**config.mk**
```make
export PLATFORM = sky130hd
export DESIGN_NAME = pc_ctrl
export DESIGN_NICKNAME = d
export VERILOG_FILES = /design/src/rtl/pc_ctrl_pkg.sv /design/src/rtl/ret_stack.sv /design/src/rtl/pc_ctrl.sv
export SDC_FILE = /design/constraint.sdc
export NUM_CORES = 1
export LEC_CHECK = 0
export ABC_AREA = 0
export CAP_MARGIN = 20
export CORE_ASPECT_RATIO = 1.75
export CORE_MARGIN = 2
export CORE_UTILIZATION = 50
export CTS_BUF_LIST = sky130_fd_sc_hd__clkbuf_4 sky130_fd_sc_hd__clkbuf_8
export DETAILED_ROUTE_END_ITERATION = 10
export PLACE_DENSITY = 0.83
export SETUP_SLACK_MARGIN = 0.02
export SYNTH_ARGS = -nofsm -noshare
export SYNTH_HDL_FRONTEND = slang
export SYNTH_HIERARCHICAL = 1
export SYNTH_SLANG_ARGS = --single-unit
```
**constraint.sdc**
```tcl
create_clock -name clk -period 4.12 [get_ports clk]
set_input_delay 0.618 -clock clk [delete_from_list [all_inputs] [get_ports clk]]
set_output_delay 0.618 -clock clk [all_outputs]
set_load 0.05 [all_outputs]
```
**src/rtl/pc_ctrl_pkg.sv**
```systemverilog
// Shared types and default sizes for the program-counter sequencing controller.
package pc_ctrl_pkg;

    localparam int unsigned DefD  = 8;
    localparam int unsigned DefLw = 4;
    localparam int unsigned DefSd = 4;

    typedef enum logic [2:0] {
        OpNone = 3'd0,
        OpJmp  = 3'd1,
        OpBz   = 3'd2,
        OpBnz  = 3'd3,
        OpCall = 3'd4,
        OpRet  = 3'd5,
        OpHalt = 3'd6,
        OpRsvd = 3'd7
    } op_t;

    typedef enum logic [1:0] {
        StIdle = 2'd0,
        StRun  = 2'd1,
        StHalt = 2'd2
    } state_t;

endpackage

```
**src/rtl/ret_stack.sv**
```systemverilog
// Hardware return-address stack: LIFO of SD entries with full/empty flags and sync clear.
module ret_stack
    import pc_ctrl_pkg::*;
#(
    parameter int unsigned D  = DefD,
    parameter int unsigned SD = DefSd
) (
    input  logic         clk,
    input  logic         reset,
    input  logic         push,
    input  logic         pop,
    input  logic         clear,
    input  logic [D-1:0] push_data,
    output logic [D-1:0] top,
    output logic         full,
    output logic         empty
);

    localparam int unsigned PW = $clog2(SD + 1);
    localparam int unsigned IW = (SD > 1) ? $clog2(SD) : 1;

    logic [D-1:0]  mem_q [SD];
    logic [PW-1:0] cnt_q, cnt_d;
    logic [PW-1:0] top_pos;
    logic          do_push;

    assign full    = (cnt_q == PW'(SD));
    assign empty   = (cnt_q == '0);
    assign top_pos = cnt_q - PW'(1);
    assign top     = empty ? '0 : mem_q[top_pos[IW-1:0]];
    assign do_push = push && !full && !clear;

    always_comb begin
        cnt_d = cnt_q;
        if (clear) begin
            cnt_d = '0;
        end else if (push && !full) begin
            cnt_d = cnt_q + PW'(1);
        end else if (pop && !empty) begin
            cnt_d = cnt_q - PW'(1);
        end
    end

    always_ff @(posedge clk) begin
        if (reset) begin
            cnt_q <= '0;
        end else begin
            cnt_q <= cnt_d;
        end
    end

    // Entry contents need no reset; they are only visible below the count.
    always_ff @(posedge clk) begin
        if (do_push) begin
            mem_q[cnt_q[IW-1:0]] <= push_data;
        end
    end

endmodule

```
**src/rtl/pc_ctrl.sv**
```systemverilog
// PC sequencing controller: start/halt FSM, branch target LUT, call/return stack.
// branch/target are combinational so the PC loads on the very next edge.
module pc_ctrl
    import pc_ctrl_pkg::*;
#(
    parameter int unsigned D  = DefD,
    parameter int unsigned LW = DefLw,
    parameter int unsigned SD = DefSd
) (
    input  logic          clk,
    input  logic          reset,
    input  logic          start,
    input  logic [D-1:0]  prog_ctr,
    input  logic [2:0]    op,
    input  logic [LW-1:0] lut_idx,
    input  logic          zero,
    input  logic          lut_we,
    input  logic [LW-1:0] lut_waddr,
    input  logic [D-1:0]  lut_wdata,
    output logic          branch,
    output logic [D-1:0]  target,
    output logic          running,
    output logic          done,
    output logic          err
);

    localparam int unsigned NL = 1 << LW;

    state_t       state_q, state_d;
    logic         err_q, err_d;
    logic [D-1:0] lut_q [NL];
    logic [D-1:0] lut_val;
    logic [D-1:0] ret_addr;
    logic [D-1:0] stk_top;
    logic         stk_push, stk_pop, stk_clear, stk_full, stk_empty;
    op_t          op_dec;

    assign op_dec   = op_t'(op);
    assign lut_val  = lut_q[lut_idx];
    assign ret_addr = prog_ctr + D'(1);

    ret_stack #(
        .D  (D),
        .SD (SD)
    ) u_ret_stack (
        .clk       (clk),
        .reset     (reset),
        .push      (stk_push),
        .pop       (stk_pop),
        .clear     (stk_clear),
        .push_data (ret_addr),
        .top       (stk_top),
        .full      (stk_full),
        .empty     (stk_empty)
    );

    always_comb begin
        state_d   = state_q;
        err_d     = err_q;
        branch    = 1'b0;
        target    = prog_ctr;
        stk_push  = 1'b0;
        stk_pop   = 1'b0;
        stk_clear = 1'b0;
        case (state_q)
            StIdle: begin
                branch = 1'b1;
                if (start) begin
                    target  = '0;
                    state_d = StRun;
                end
            end
            StRun: begin
                case (op_dec)
                    OpJmp: begin
                        branch = 1'b1;
                        target = lut_val;
                    end
                    OpBz: begin
                        if (zero) begin
                            branch = 1'b1;
                            target = prog_ctr + lut_val;
                        end
                    end
                    OpBnz: begin
                        if (!zero) begin
                            branch = 1'b1;
                            target = prog_ctr + lut_val;
                        end
                    end
                    OpCall: begin
                        // Overflow drops the return address but still takes the jump.
                        branch = 1'b1;
                        target = lut_val;
                        if (stk_full) begin
                            err_d = 1'b1;
                        end else begin
                            stk_push = 1'b1;
                        end
                    end
                    OpRet: begin
                        branch = 1'b1;
                        if (stk_empty) begin
                            err_d   = 1'b1;
                            state_d = StHalt;
                        end else begin
                            stk_pop = 1'b1;
                            target  = stk_top;
                        end
                    end
                    OpHalt: begin
                        branch  = 1'b1;
                        state_d = StHalt;
                    end
                    default: ;
                endcase
            end
            StHalt: begin
                branch = 1'b1;
                if (start) begin
                    target    = '0;
                    state_d   = StRun;
                    stk_clear = 1'b1;
                    err_d     = 1'b0;
                end
            end
            default: state_d = StIdle;
        endcase
    end

    always_ff @(posedge clk) begin
        if (reset) begin
            state_q <= StIdle;
            err_q   <= 1'b0;
        end else begin
            state_q <= state_d;
            err_q   <= err_d;
        end
    end

    always_ff @(posedge clk) begin
        if (reset) begin
            for (int i = 0; i < int'(NL); i++) begin
                lut_q[i] <= '0;
            end
        end else if (lut_we) begin
            lut_q[lut_waddr] <= lut_wdata;
        end
    end

    assign running = (state_q == StRun);
    assign done    = (state_q == StHalt);
    assign err     = err_q;

endmodule

```
; ---- Word level (Yosys, flattened, before mapping)
; Memory sizes are Yosys's and may differ from the RTL's.
; Index checks and enable logic that the tools add are counted.
[classes]
addsub = 4
n_eq_ne = 15
muxes = 39
reduce_logical = 17
[op_table]
columns = operator, count
row1 = 2-to-1 mux 8 bit, 5
row2 = case mux 8 bit (4 select lines), 1
row3 = 2-to-1 mux 1 bit, 21
row4 = case mux 8 bit (2 select lines), 1
row5 = == test 3 bit (second input constant), 4
row6 = adder 8 x 1 -> 8 bit (second input constant), 1
row7 = adder 8 bit, 1
row8 = case mux 2 bit (2 select lines), 2
row9 = OR reduction 8 bit, 1
row10 = == test 3 x 2 -> 1 bit (second input constant), 2
row11 = 2-to-1 mux 3 bit, 2
row12 = != test 3 x 1 -> 1 bit (second input constant), 2
row13 = != test 3 x 2 -> 1 bit (second input constant), 2
row14 = case mux 1 bit (2 select lines), 3
row15 = OR reduction 2 bit, 3
row16 = AND reduction 5 bit, 1
row17 = 2-to-1 mux 2 bit, 2
row18 = 2-to-1 mux 4 bit, 1
row19 = nonzero test 2 bit, 2
row20 = OR reduction 4 bit, 1
row21 = adder 3 x 1 -> 3 bit (second input constant), 1
row22 = == test 3 x 1 -> 1 bit (second input constant), 1
row23 = logical AND 1 bit, 3
row24 = zero test 1 bit, 3
row25 = 9 further kinds, 9
[totals]
ff_bits = 6
ram_bits = 160
input_bits = 32
output_inout_bits = 12
elab_cells = 80
mem_count = 2
[mem_list]
columns = name, depth, width, read_ports, rd_clocked_by_memory_dff, write_ports, line_no
row1 = lut_q, 16, 8, 1, 0, 16, pc_ctrl.sv:31  ; logic [D-1:0] lut_q [NL];
row2 = u_ret_stack.mem_q, 4, 8, 1, 0, 1, ret_stack.sv:22  ; logic [D-1:0] mem_q [SD];

; ---- Longest topological paths before layout
[depth]
word_depth = 8
ltp_mapped = 13
depth_no_buf = 10

; ---- By module
; The synthesis kept the hierarchy.
[modules_own_cells]
columns = mod, instances, cells_each, area_per_inst_um2, seq_area_each_um2
row1 = pc_ctrl, 1, 501, 6906.6, 3903.7
row2 = ret_stack, 1, 84, 1502.7, 1021.0

; ---- Worst setup path before layout
; Ideal clock, no wire load.
[synth_path]
path_type = input -> output
from = input lut_idx[1]
to = output target[6]
arrival_time_ns = 4.185
required_time_ns = 3.502
slack_ns = -0.683
cell_stages = 11
n_path_buf = 2
path_cell_list = clkbuf_1 -> buf_1 -> mux4_2 -> mux4_2 -> ha_1 -> fa_1 -> a21o_1 -> a21oi_1 -> o2111ai_1 -> a32o_1 -> a21oi_1
[synth_via]
elab_chain_cells = 5
word_cells_on_any_way = 6
classes_between = 1 x add/sub / 4 x mux / 1 x memory
[synth_lines]
columns = item, line_no
row1 = from (decl), pc_ctrl.sv:15  ; input logic [LW-1:0] lut_idx,
row2 = memory read (16 x 8 bit) (*), n/a
row3 = adder 8 bit, "pc_ctrl.sv:82, pc_ctrl.sv:88"
row4 = 2-to-1 mux 8 bit (on tied branches), "pc_ctrl.sv:86, pc_ctrl.sv:80"
row5 = case mux 8 bit (4 select lines) (*), pc_ctrl.sv:74  ; case (op_dec)
row6 = case mux 8 bit (2 select lines) (*), pc_ctrl.sv:65  ; case (state_q)
row7 = to (decl), pc_ctrl.sv:21  ; output logic [D-1:0] target,
; Every way passes the cells marked *; elsewhere a longest branch is shown, timed or not.

; ---- Worst setup path in the final report
[layout_path]
from = input lut_idx[0]
to = output target[7]
; Same word-level chain as after synthesis.

==> reports/metrics.cfg <==
[status]
status=complete, but fails checks
failed_checks=negative setup slack

[clocking]
root_buffer=clkbuf_8
cts_made_buffers=17
clock-sinks=166
cts.clk_slew.worst_paths_ns=0.09
clk_path_buf_depth=2
tritoncts=built
clk_latency_ns=0.48
h-tree-depth=4

[floorplan]
die-area_um2=17900
start_util_pct=51.1
dieHeight_um=176
die_w_um=102
core_area_um2=16400
rows=62
pin_count=44

[worst_setup_path]
rrSetupSlack_ns=1.45
max_stage_delay_ns=0.57
cp.arrival_ns=3.61
critical_path_class=input port to output port
worst-path-max-fanout=5
r2r-start=u_ret_stack/cnt_q[1]
path_delay_family=multiplexers
crit_path_start_kind=input port
cp_slowest_cell=mux4_2
cp_cell_sequence=buf_12, buf_12, buf_12, buf_4, mux4_2, mux4_2, ha_4, nand2_2, o211ai_1, nand2_1, xnor2_2, a211oi_2, buf_4, o22ai_4, buf_6
r2r_end=u_ret_stack/mem_q[0][6]
r2r_cells=7
worstSetupEndpointType=output port
cp_num_buf_inv=6
cpMostUsedCell=buf_12
critPathRequiredTime_ns=3.50

[layout]
antenna_cells=0
utilization_pct=61.8
final_area_um2=10200
layout-drive-gt1-share_pct=27.3
final_cells=919
fin_nets=729
fillers=1218
synthToLayoutAreaGrowth_pct=20.9

[timing]
tightest_slew_ns=0.702
hold_ws_ns=0.559
maxSlewViolCount=0
period_share_pct=103
setup_tns_ns=-0.302
fmax_ghz=0.236
finalCriticalPeriod_ns=4.23
rsz0062_at_grt=yes
hold_violations=0
fin_ws_ns=-0.111
fin_skew_ns=0.0122
setup_viol=3
slew_headroom_pct=53.1

[drt]
drc=0
dr_total_vias=5373
ant_nets=0
wirelength_um=21100
initialDrtViolationCount=364
wl_per_cell_um=23.0
first_pass_iters=5
drt-vias-per-instance=5.85

[logic_synthesis]
yosys.cell_count.top_type=edfxtp_1
ys_ff_latch=166
synth-async-reset-ratio_pct=0
synth.avg_cell_area_um2=14.4
synth_area_leaders=edfxtp_1, mux4_2, and2_1
synth.top_cell.area_share_pct=57.1
synth_top_area_cell=edfxtp_1
syn_area_um2=8410
synth_ff_type=edfxtp_1
syn_nets=632
ys_seq_area_share_pct=58.6
synth_edf_count=160
yosysWarnings=6
synth_cells=585
synth_commonest_cells=edfxtp_1, and2_1, mux4_2
synthDistinctLibCells=58

[flow_run]
maxCapViolCount=0

[global_routing]
grt_pass1_vias=5691
grt_max_degree=19
grt.total_usage_pct=25.2
antenna_found_initial=0
gr-total-overflow=0
grt_pass1_wl_um=32500

[place]
dpl_worst_slack_ns=-0.400
hpwl_um=15000
dp.cells=869
routabilityCongestion=0.921
place_area_um2=9420
io_buffers=43

[pwr]
power_density_nw_per_um2=368
ir_worst_vdd_uv=284
finalPower_mw=3.74
leakagePower_nw=3.64

[min_path]
hold_end=err
holdCritStartpoint=err
hold_depth=2
min_path_type=flop to flop

state kept, by name, summed over array words and instances (netlist names):
name / cells
u_ret_stack/cnt_q: 3
u_ret_stack/mem_q: 32
state_q: 2
err: 1
lut_q: 128
what timing repair did:
action | 4_1_cts | 5_1_grt
gates cloned | 3 | 0
resized for setup | 25 | 9
hold buffers | 0 | 0
pin swaps | 12 | 13
hold endpoints to repair | 0 | 0
setup endpoints to repair | 6 | 6
buffers inserted | 11 | 4
worst register-to-register path: stages (launching register included):
cell     delay, ns
dfxtp_1       0.40
inv_1         0.10
ha_1          0.21
and2_1        0.18
nor4_1        0.50
a21bo_2       0.33
nor2_1        0.17
and2_1        0.44
worst max-delay path by stage:
| stage | startpoint | to | slack [ns] | cells past startpoint |
|---|---|---|---|---|
| after detailed placement | lut_idx[2] | target[7] | -0.40 | 12 |
| after floorplan | lut_idx[0] | target[6] | -0.13 | 12 |
| final | lut_idx[0] | target[7] | -0.11 | 15 |
| after global routing | lut_q[13][0] | target[4] | -0.26 | 11 |
| after CTS | lut_q[13][0] | target[4] | -0.11 | 11 |
| after global placement | lut_idx[2] | target[7] | -0.39 | 12 |
per-layer routing:
layer / global-route usage (%) / share of wire (%) / up-vias
met5: 0 / 0 / -
met1: 24.8 / 32 / 2697
li1: - / - / 2401
met3: 4.02 / 4.6 / 67
met4: 16.2 / 6.5 / 0
met2: 47.0 / 57 / 208
cell type report:
cell class	count	area, µm²	area share (%)
tap	224	280	2.76
clock inverter	15	158	1.55
clock buffer	17	234	2.30
sequential	166	4920	48.4
timing repair buffer	104	1090	10.7
multi-input combinational	383	3440	33.8
inverter	10	37.5	0.369
placed cells by master, fill, tap and decap left out, types with 7 or more instances in the layout:
| master | instances |
|---|---|
| clkdlybuf4s50_1 | 32 |
| clkbuf_8 | 17 |
| inv_1 | 10 |
| buf_4 | 51 |
| nor3_1 | 7 |
| or2_2 | 17 |
| xnor2_1 | 8 |
| and2_1 | 134 |
| mux4_2 | 44 |
| nand2b_1 | 7 |
| edfxtp_1 | 160 |
| nor2_1 | 22 |
| a21oi_1 | 13 |
| buf_12 | 11 |
| nor2b_1 | 12 |
| ha_1 | 9 |
| nand2_1 | 24 |
power by group:
group / total (mW) / leakage [nW] / internal (mW) / switching (mW)
combinational: 0.644 / 1.88 / 0.309 / 0.335
sequential: 1.95 / 1.56 / 1.92 / 0.0280
clock: 1.14 / 0.196 / 0.453 / 0.690
total: 3.74 / 3.64 / 2.69 / 1.05
logic make-up after synthesis:
logic type,share of synthesized area [%]
mux,13.3
fa+ha+maj,2.32
flops,58.6
simple gates,16.7
compound gates,5.19
xor+xnor,1.55
buf+inv,2.32
No activity file was read; power rests on OpenSTA's default activity.
